===== src/rtl/bcd_pkg.sv =====
`default_nettype none
// ============================================================================
//  Module   : bcd_pkg
//  Purpose  : Shared types and constants for the BCD-to-binary converter.
//             Provides the FSM state encoding, BCD digit limits, the
//             reverse double-dabble adjust constants and default sizing.
//  Revision : 1.0  initial release
// ============================================================================
package bcd_pkg;

  // Default sizing: four digits (0..9999) fit in 14 bits (16384 > 9999).
  localparam int DEF_N_DIGITS = 4;
  localparam int DEF_BIN_W    = 14;

  // Largest legal value of a BCD digit.
  localparam logic [3:0] BCD_MAX    = 4'd9;
  // After a right shift, a digit >= 8 carried a "10" into the bit below,
  // which is worth 8 in binary instead of 5 -- hence subtract 3.
  localparam logic [3:0] ADJ_THRESH = 4'd8;
  localparam logic [3:0] ADJ_VAL    = 4'd3;

  typedef enum logic [1:0] {
    ST_IDLE   = 2'd0,
    ST_CONV   = 2'd1,
    ST_FINISH = 2'd2
  } state_t;

  // True when a 4-bit code is not a legal decimal digit.
  function automatic logic digit_invalid(input logic [3:0] d);
    return (d > BCD_MAX);
  endfunction

endpackage
`default_nettype wire


===== src/rtl/bcd_digit_adjust.sv =====
`default_nettype none
// ============================================================================
//  Module   : bcd_digit_adjust
//  Purpose  : Per-digit correction step of reverse double-dabble.
//             Outputs digit_in - 3 when digit_in >= 8, else digit_in.
//  Ports    : digit_in  [3:0] in   shifted BCD digit
//             digit_out [3:0] out  corrected BCD digit
//  Revision : 1.0  initial release
// ============================================================================
module bcd_digit_adjust
  import bcd_pkg::*;
(
  input  logic [3:0] digit_in,
  output logic [3:0] digit_out
);

  // digit_in >= 8 guarantees the 4-bit subtract never wraps.
  always_comb begin
    digit_out = digit_in;
    if (digit_in >= ADJ_THRESH) begin
      digit_out = digit_in - ADJ_VAL;
    end
  end

endmodule
`default_nettype wire


===== src/rtl/bcd_to_binary.sv =====
`default_nettype none
// ============================================================================
//  Module   : bcd_to_binary
//  Purpose  : Sequential BCD-to-binary converter, reverse double-dabble,
//             one result bit per clock, with start/busy/done handshake.
//  Ports    : CLK           in   system clock, rising edge
//             RESET_N       in   asynchronous active-low reset
//             START         in   conversion request, sampled in IDLE only
//             BCD_THOUSANDS in   digit 3 (most significant)
//             BCD_HUNDREDS  in   digit 2
//             BCD_TENS      in   digit 1
//             BCD_ONES      in   digit 0
//             BUSY          out  high from acceptance through FINISH
//             DONE          out  one-cycle completion pulse
//             ERROR         out  last request held a digit greater than 9
//             BINARY_OUT    out  result, held until the next completion
//  Revision : 1.0  initial release
// ============================================================================
module bcd_to_binary
  import bcd_pkg::*;
#(
  parameter int N_DIGITS = DEF_N_DIGITS,
  parameter int BIN_W    = DEF_BIN_W
) (
  input  logic             CLK,
  input  logic             RESET_N,
  input  logic             START,
  input  logic [3:0]       BCD_THOUSANDS,
  input  logic [3:0]       BCD_HUNDREDS,
  input  logic [3:0]       BCD_TENS,
  input  logic [3:0]       BCD_ONES,
  output logic             BUSY,
  output logic             DONE,
  output logic             ERROR,
  output logic [BIN_W-1:0] BINARY_OUT
);

  localparam int BCD_W = 4 * N_DIGITS;
  localparam int CNT_W = $clog2(BIN_W + 1);
  localparam logic [CNT_W-1:0] LAST_ITER = CNT_W'(BIN_W - 1);

  state_t           state;
  state_t           state_next;
  logic [BCD_W-1:0] bcd_q;
  logic [BCD_W-1:0] bcd_shift;
  logic [BCD_W-1:0] bcd_adj;
  logic [BIN_W-1:0] bin_q;
  logic [BIN_W-1:0] bin_shift;
  logic [CNT_W-1:0] iter_cnt;
  logic             req_err;
  logic [15:0]      digits_in;
  logic             digits_bad;
  logic             last_iter;
  logic             accept;
  logic             finish;
  logic             busy_next;

  assign digits_in  = {BCD_THOUSANDS, BCD_HUNDREDS, BCD_TENS, BCD_ONES};
  assign digits_bad = digit_invalid(BCD_THOUSANDS) | digit_invalid(BCD_HUNDREDS)
                    | digit_invalid(BCD_TENS)      | digit_invalid(BCD_ONES);
  assign last_iter  = (iter_cnt == LAST_ITER);

  // {bcd_q, bin_q} shifted right by one: the BCD LSB drops into the binary MSB.
  assign bcd_shift = {1'b0, bcd_q[BCD_W-1:1]};
  assign bin_shift = {bcd_q[0], bin_q[BIN_W-1:1]};

  generate
    for (genvar i = 0; i < N_DIGITS; i++) begin : g_digit_adj
      bcd_digit_adjust u_adj (
        .digit_in  (bcd_shift[4*i +: 4]),
        .digit_out (bcd_adj[4*i +: 4])
      );
    end
  endgenerate

  // --------------------------------------------------------------------------
  // FSM: state register
  // --------------------------------------------------------------------------
  always_ff @(posedge CLK or negedge RESET_N) begin
    if (!RESET_N) begin
      state <= ST_IDLE;
    end else begin
      state <= state_next;
    end
  end

  // --------------------------------------------------------------------------
  // FSM: next-state logic
  // --------------------------------------------------------------------------
  always_comb begin
    state_next = state;
    case (state)
      ST_IDLE: begin
        if (START) begin
          // A bad digit skips conversion entirely and reports at once.
          state_next = digits_bad ? ST_FINISH : ST_CONV;
        end
      end
      ST_CONV: begin
        if (last_iter) begin
          state_next = ST_FINISH;
        end
      end
      ST_FINISH: state_next = ST_IDLE;
      default:   state_next = ST_IDLE;
    endcase
  end

  // --------------------------------------------------------------------------
  // FSM: output decode (feeds the registered outputs below)
  // --------------------------------------------------------------------------
  always_comb begin
    accept    = 1'b0;
    finish    = 1'b0;
    busy_next = 1'b0;
    if (state == ST_IDLE && START) begin
      accept = 1'b1;
    end
    if (state == ST_FINISH) begin
      finish = 1'b1;
    end
    if (state_next != ST_IDLE) begin
      busy_next = 1'b1;
    end
  end

  // --------------------------------------------------------------------------
  // Datapath and output registers
  // --------------------------------------------------------------------------
  always_ff @(posedge CLK or negedge RESET_N) begin
    if (!RESET_N) begin
      bcd_q      <= '0;
      bin_q      <= '0;
      iter_cnt   <= '0;
      req_err    <= 1'b0;
      BUSY       <= 1'b0;
      DONE       <= 1'b0;
      ERROR      <= 1'b0;
      BINARY_OUT <= '0;
    end else begin
      BUSY <= busy_next;
      DONE <= finish;

      if (accept) begin
        bcd_q    <= BCD_W'(digits_in);
        bin_q    <= '0;
        iter_cnt <= '0;
        req_err  <= digits_bad;
      end else if (state == ST_CONV) begin
        bcd_q    <= bcd_adj;
        bin_q    <= bin_shift;
        iter_cnt <= iter_cnt + CNT_W'(1);
      end

      // Result registers move only on the FINISH cycle, so they line up
      // with the DONE pulse and stay stable otherwise.
      if (finish) begin
        if (req_err) begin
          BINARY_OUT <= '0;
          ERROR      <= 1'b1;
        end else begin
          BINARY_OUT <= bin_q;
          ERROR      <= 1'b0;
        end
      end
    end
  end

endmodule
`default_nettype wire


===== config.mk =====
export PLATFORM = sky130hd
export DESIGN_NAME = bcd_to_binary
export DESIGN_NICKNAME = d
export VERILOG_FILES = /design/src/rtl/bcd_pkg.sv /design/src/rtl/bcd_digit_adjust.sv /design/src/rtl/bcd_to_binary.sv
export SDC_FILE = /design/constraint.sdc
export NUM_CORES = 1
export LEC_CHECK = 0
export BUFFER_PORTS_ARGS = -buffer_cell sky130_fd_sc_hd__buf_2
export CORE_ASPECT_RATIO = 0.9
export CORE_MARGIN = 8
export CORE_UTILIZATION = 50
export DETAILED_ROUTE_END_ITERATION = 7
export PLACE_DENSITY = 0.71
export SYNTH_ARGS = -nofsm -noshare
export SYNTH_HDL_FRONTEND = slang
export SYNTH_SLANG_ARGS = --single-unit

===== constraint.sdc =====
create_clock -name CLK -period 3.9 [get_ports CLK]
set_input_delay 0.195 -clock CLK [delete_from_list [all_inputs] [get_ports CLK]]
set_output_delay 0.195 -clock CLK [all_outputs]
set_load 0.01 [all_outputs]

### Word-level counts from Yosys, hierarchy flattened

Cells that the tools add are included.

| cells by class | value |
|---|---|
| add/subtract/negate cells | 5 |
| order comparisons | 8 |
| equal/unequal tests | 3 |
| mux-type cells | 19 |
| bitwise gates (word level) | 3 |
| reductions and logical operators | 4 |

Operators with widths:

| kind | count |
|---|---|
| $mux 14 | 3 |
| $mux 16 | 2 |
| $mux 4 | 6 |
| $gt 4x4->1 const B | 4 |
| $ge 4x4->1 const B | 3 |
| $sub 4x2->4 const B | 3 |
| $mux 2 | 3 |
| $add 4x1->4 const B | 1 |
| $eq 4x4->1 const B | 1 |
| $ge 3x4->1 const B | 1 |
| $mux 1 | 4 |
| $pmux 2 s2 | 1 |
| $reduce_bool 2->1 | 2 |
| $sub 3x2->4 const B | 1 |
| $or 1x1->1 | 3 |
| $eq 2x1->1 const B | 1 |
| $eq 2x2->1 const B | 1 |
| $logic_not 2->1 | 1 |
| $logic_and 1x1->1 | 1 |

| word-level totals | value |
|---|---|
| register bits after elaboration | 54 |
| output and inout port bits | 17 |
| word-level logic and storage cells | 51 |

### Depth between registers and ports, before layout

| logic depth | value |
|---|---|
| depth after elaboration | 9 |
| gate-level depth with buffers | 5 |

### Hierarchy

Synthesis repeated with hierarchy kept, for this count alone.

| unflattened totals | value |
|---|---|
| cell total of the unflattened synthesis | 277 |
| area, all modules | 2632.5 um^2 |

By module, submodules not included:

| module | instances | cells each | area an instance (um^2) | sequential area each (um^2) |
|---|---|---|---|---|
| bcd_to_binary | 1 | 233 | 2327.2 | 1351.3 |
| bcd_digit_adjust | 4 | 11 | 76.3 | 0.0 |

### Worst setup path before layout

OpenSTA, ideal clock, no wires.

| timing | value |
|---|---|
| path type | register to register |
| start point | register state[0] |
| end point | register bcd_q[3] |
| setup time | 0.129 ns |
| data arrival time | 1.174 ns |
| slack | 2.597 ns |
| cell stages (with the launch flop) | 6 |
| path buffers | 2 |
| cells stage by stage | dfrtp_1 -> buf_2 -> or3b_4 -> buf_6 -> o211ai_1 -> nand3_1 |

| on the way | value |
|---|---|
| word-level cells in the longest chain between the ends | 4 |
| elaborated cells on any way between the ends | 6 |
| classes of those cells | eq/ne (1); mux (2); reduce/logical (3) |

Ends and longest elaborated chain:

| item | line | text |
|---|---|---|
| from (decl) | bcd_to_binary.sv:42 | `state_t state;` |
| from (signal assigned) | bcd_to_binary.sv:83 | `state <= state_next;` |
| $logic_not 2->1 | bcd_to_binary.sv:116 | `if (state == ST_IDLE && START) begin` |
| $logic_and 1x1->1 | bcd_to_binary.sv:116 |  |
| $mux 1 | bcd_to_binary.sv:116 |  |
| $mux 16 / $reduce_bool 2->1 (equally long branches) | n/a |  |
| to (signal assigned) | bcd_to_binary.sv:145 | `bcd_q <= BCD_W'(digits_in);` |
| to (signal assigned) | bcd_to_binary.sv:150 | `bcd_q <= bcd_adj;` |
| to (decl) | bcd_to_binary.sv:44 | `logic [BCD_W-1:0] bcd_q;` |

Several ways; a longest one is shown, not always the timed one.
A chain may end at the register's enable or synchronous reset.

### Worst setup path in the final report

| timing | value |
|---|---|
| start point | register state[0] |
| end point | register ERROR |

| on the way | value |
|---|---|
| word-level cells in the longest chain between the ends | 2 |

Ends and longest elaborated chain:

| item | line | text |
|---|---|---|
| $eq 2x2->1 | bcd_to_binary.sv:119 | `if (state == ST_FINISH) begin` |
| $mux 1 | bcd_to_binary.sv:119 |  |
| to (signal assigned) | bcd_to_binary.sv:138 | `ERROR <= 1'b0;` |
| to (signal assigned) | bcd_to_binary.sv:160 | `ERROR <= 1'b1;` |
| to (signal assigned) | bcd_to_binary.sv:163 | `ERROR <= 1'b0;` |
| to (decl) | bcd_to_binary.sv:34 | `output logic ERROR,` |

Every way passes these cells.

==> results.md <==
- GR Overflow Total: 0
- Unrepaired setup endpoints after global routing: false
- Flop and latch count out of synthesis: between 50 and 60
- Vias in the first global route: between 1.5k and 2k
- Post-CTS Resized: 0
- Commonest non-fill, non-tap cell in the layout: nand2_1
- Worst r2r src: state[0]
- Syn Area/Cell: 9.82 um2
- PortBufs: 35
- Pin count of the biggest net entering global routing: 55
- Final min period: about 1.7 ns
- Die area: ~7500 um2
- Worst Clk Skew: between 0.01 and 0.015 ns
- CP Max Fanout: 30
- Cell depth of the worst flop-to-flop path: 2
- DRC: 0
- Die height: roughly 83 um
- I/O pin total: 36
- Final Cycle Share: 0.443
- Post-synth cell types: 29
- Outcome: finished, violations left
- DR vias/cell: around 5.2
- Routed WL: 4850 um
- Clock Latency Late Sink: 0.31 ns
- Root Buffer: clkbuf_8
- Reg2reg setup slack: approximately 2.2 ns
- Slew headroom: 0.420
- Fin. Hold Viols: 9
- Lkg Pwr: about 1.4 nW
- Final ANT Viol Nets: 0
- Synth-to-Final Area Change: 12.2%
- Worst R2R End: ERROR
- Place WS: 2.17 ns
- Syn Nets: between 200 and 300
- All-layer global routing usage: 0.138
- Placement Rows: 24
- F_max: between 500 and 600 MHz
- Cell Area, Synth: around 2500 um2
- Nets: 309
- Clock tree sinks: between 50 and 60
- DRT iter0 DRCs: roughly 110
- Max Root-Sink Buffers: 2
- Worst Tran Pin Value: about 0.87 ns
- Hpwl dp: between 3000 and 4000 um
- First-pass GRT wire length: approximately 8600 um
- Critical path class: reg2reg
- Initial Utilization: 0.516
- Setup Buffers After CTS: 0
- Startpoint class of the critical path: register
- CTS clk-pin slew, worst paths: 0.10 ns
- Die Wd: between 90 and 100 um
- Maximum vdd drop: around 310 uV
- Hold_buf cts: 0
- Arr. time, crit path: 1.94 ns
- Initial antenna violation count: 0
- Synth Instances: ~250
- Max-cap viol count: 0
- Fin worst setup slack: between 2 and 2.5 ns
- Cts bufs inserted: 5
- Failing checks: negative hold slack
- Commonest cells after routing, fill and taps aside: 58 x nand2_1, 54 x dfrtp_1, 35 x buf_2, 24 x o21ai_0, 21 x nand3_1
- Diode count: 0
- Fill cell count: approximately 450
- Pwr dens: approximately 560 nW/um2
- Worst hold margin: -0.0121 ns
- Synth warnings: 0
- Final TNS setup: 0 ns
- Worst hold path class: in2async
- Critical path endpoint category: register
- Htree depth: 2
- Final setup viols: 0
- Register area share after synthesis: 0.542
- Placer's final routability congestion estimate: 0.762
- Drt wl/cell: between 10 and 15 um
- First-pass iteration count of the detailed router: 4
- Power, Total: about 1.6 mW
- Core area: about 4800 um2
- Final slew viol count: 0
- Layout cells sized above 1: 0.173
- Critical Path RT: ~4.1 ns
- Vias: between 1.5k and 2k
- CTS tree: yes
==> power breakdown <==
group          switching, mW  internal, mW  total, mW
combinational          0.209         0.186      0.395
sequential             0.131         0.667      0.797
clock                  0.188         0.193      0.380
==> state kept, by name, summed over array words and instances, names as in the netlist <==
register / cells
BUSY: 1
BINARY_OUT: 14
bin_q: 14
DONE: 1
bcd_q: 16
req_err: 1
iter_cnt: 4
state: 2
ERROR: 1
==> synth_stat cells (all sizes together) <==
cell type  instances  area share
nand2             58       0.087
dfrtp             54        0.54
o21ai             25       0.050
nand3             21       0.042
nand2b            16       0.040
buf               10       0.025
inv                9       0.014
ha                 8       0.040
clkbuf             7       0.011
a22oi              6       0.018
xnor2              6       0.021
nor2               5      0.0075
a221o              4       0.016
mux2i              4       0.016
nand4              4       0.010
nor2b              4       0.010
o221ai             3       0.011
mux2               2      0.0090
o211ai             2      0.0060
a211o              1      0.0035
nand3b             1      0.0030
nor3b              1      0.0075
o21bai             1      0.0030
o2bb2ai            1      0.0035
or3b               1      0.0045
==> how the worst max path moves through the flow <==
stage / startpoint / end / cells after the start
2_1_floorplan: state[0] / bcd_q[3] / 5
3_5_place_dp: state[0] / ERROR / 2
4_1_cts: state[0] / ERROR / 2
3_3_place_gp: state[0] / ERROR / 2
5_1_grt: state[0] / ERROR / 2
6_report: state[0] / ERROR / 2
==> critical path, cell delays in order, from the launching register on <==
cell and delay, ns:
dfrtp_1 0.52, nand2b_1 0.73, mux2_1 0.38
==> layout make-up <==
cell class	instances	area (um2)	area share
flip-flops and latches	54	1350	0.483
multi-input cells	174	1020	0.365
repair buffers	38	198	0.0707
well taps	65	81.3	0.0291
clock buffers	5	68.8	0.0246
clock inverters	3	43.8	0.0157
inverters	9	33.8	0.0121
==> routing by layer <==
layer	track usage	up-vias	routed length, um	part of all wire
met2	0.242	23	2360	0.49
met1	0.153	871	2220	0.46
met5	0	-	0	0
met4	0.0589	0	69	0.014
met3	0.0387	8	195	0.040
li1	-	902	-	-
==> stage by stage <==
stage | cells | util | cell area (um2) | hold slack [ns]
after floorplan | 254 | - | 2490 | -0.101
after global placement | 340 | 0.555 | 2690 | 0.361
after detailed placement | 340 | 0.555 | 2690 | 0.363
after CTS | 348 | 0.579 | 2800 | 0.0180
after global routing | 348 | 0.579 | 2800 | 0.0483
final | 348 | 0.579 | 2800 | -0.0121
==> kinds of logic after synthesis <==
family	count (synthesis)	synth area share
flip-flops	54	0.542
XOR/XNOR	6	0.0211
AND/OR/NAND/NOR	111	0.212
AO/OA/AOI/OAI	43	0.111
multiplexers	6	0.0251
buffers and inverters	26	0.0487
adder cells (fa/ha/maj)	8	0.0401
Note: power is estimated with default switching activity, not from simulation.
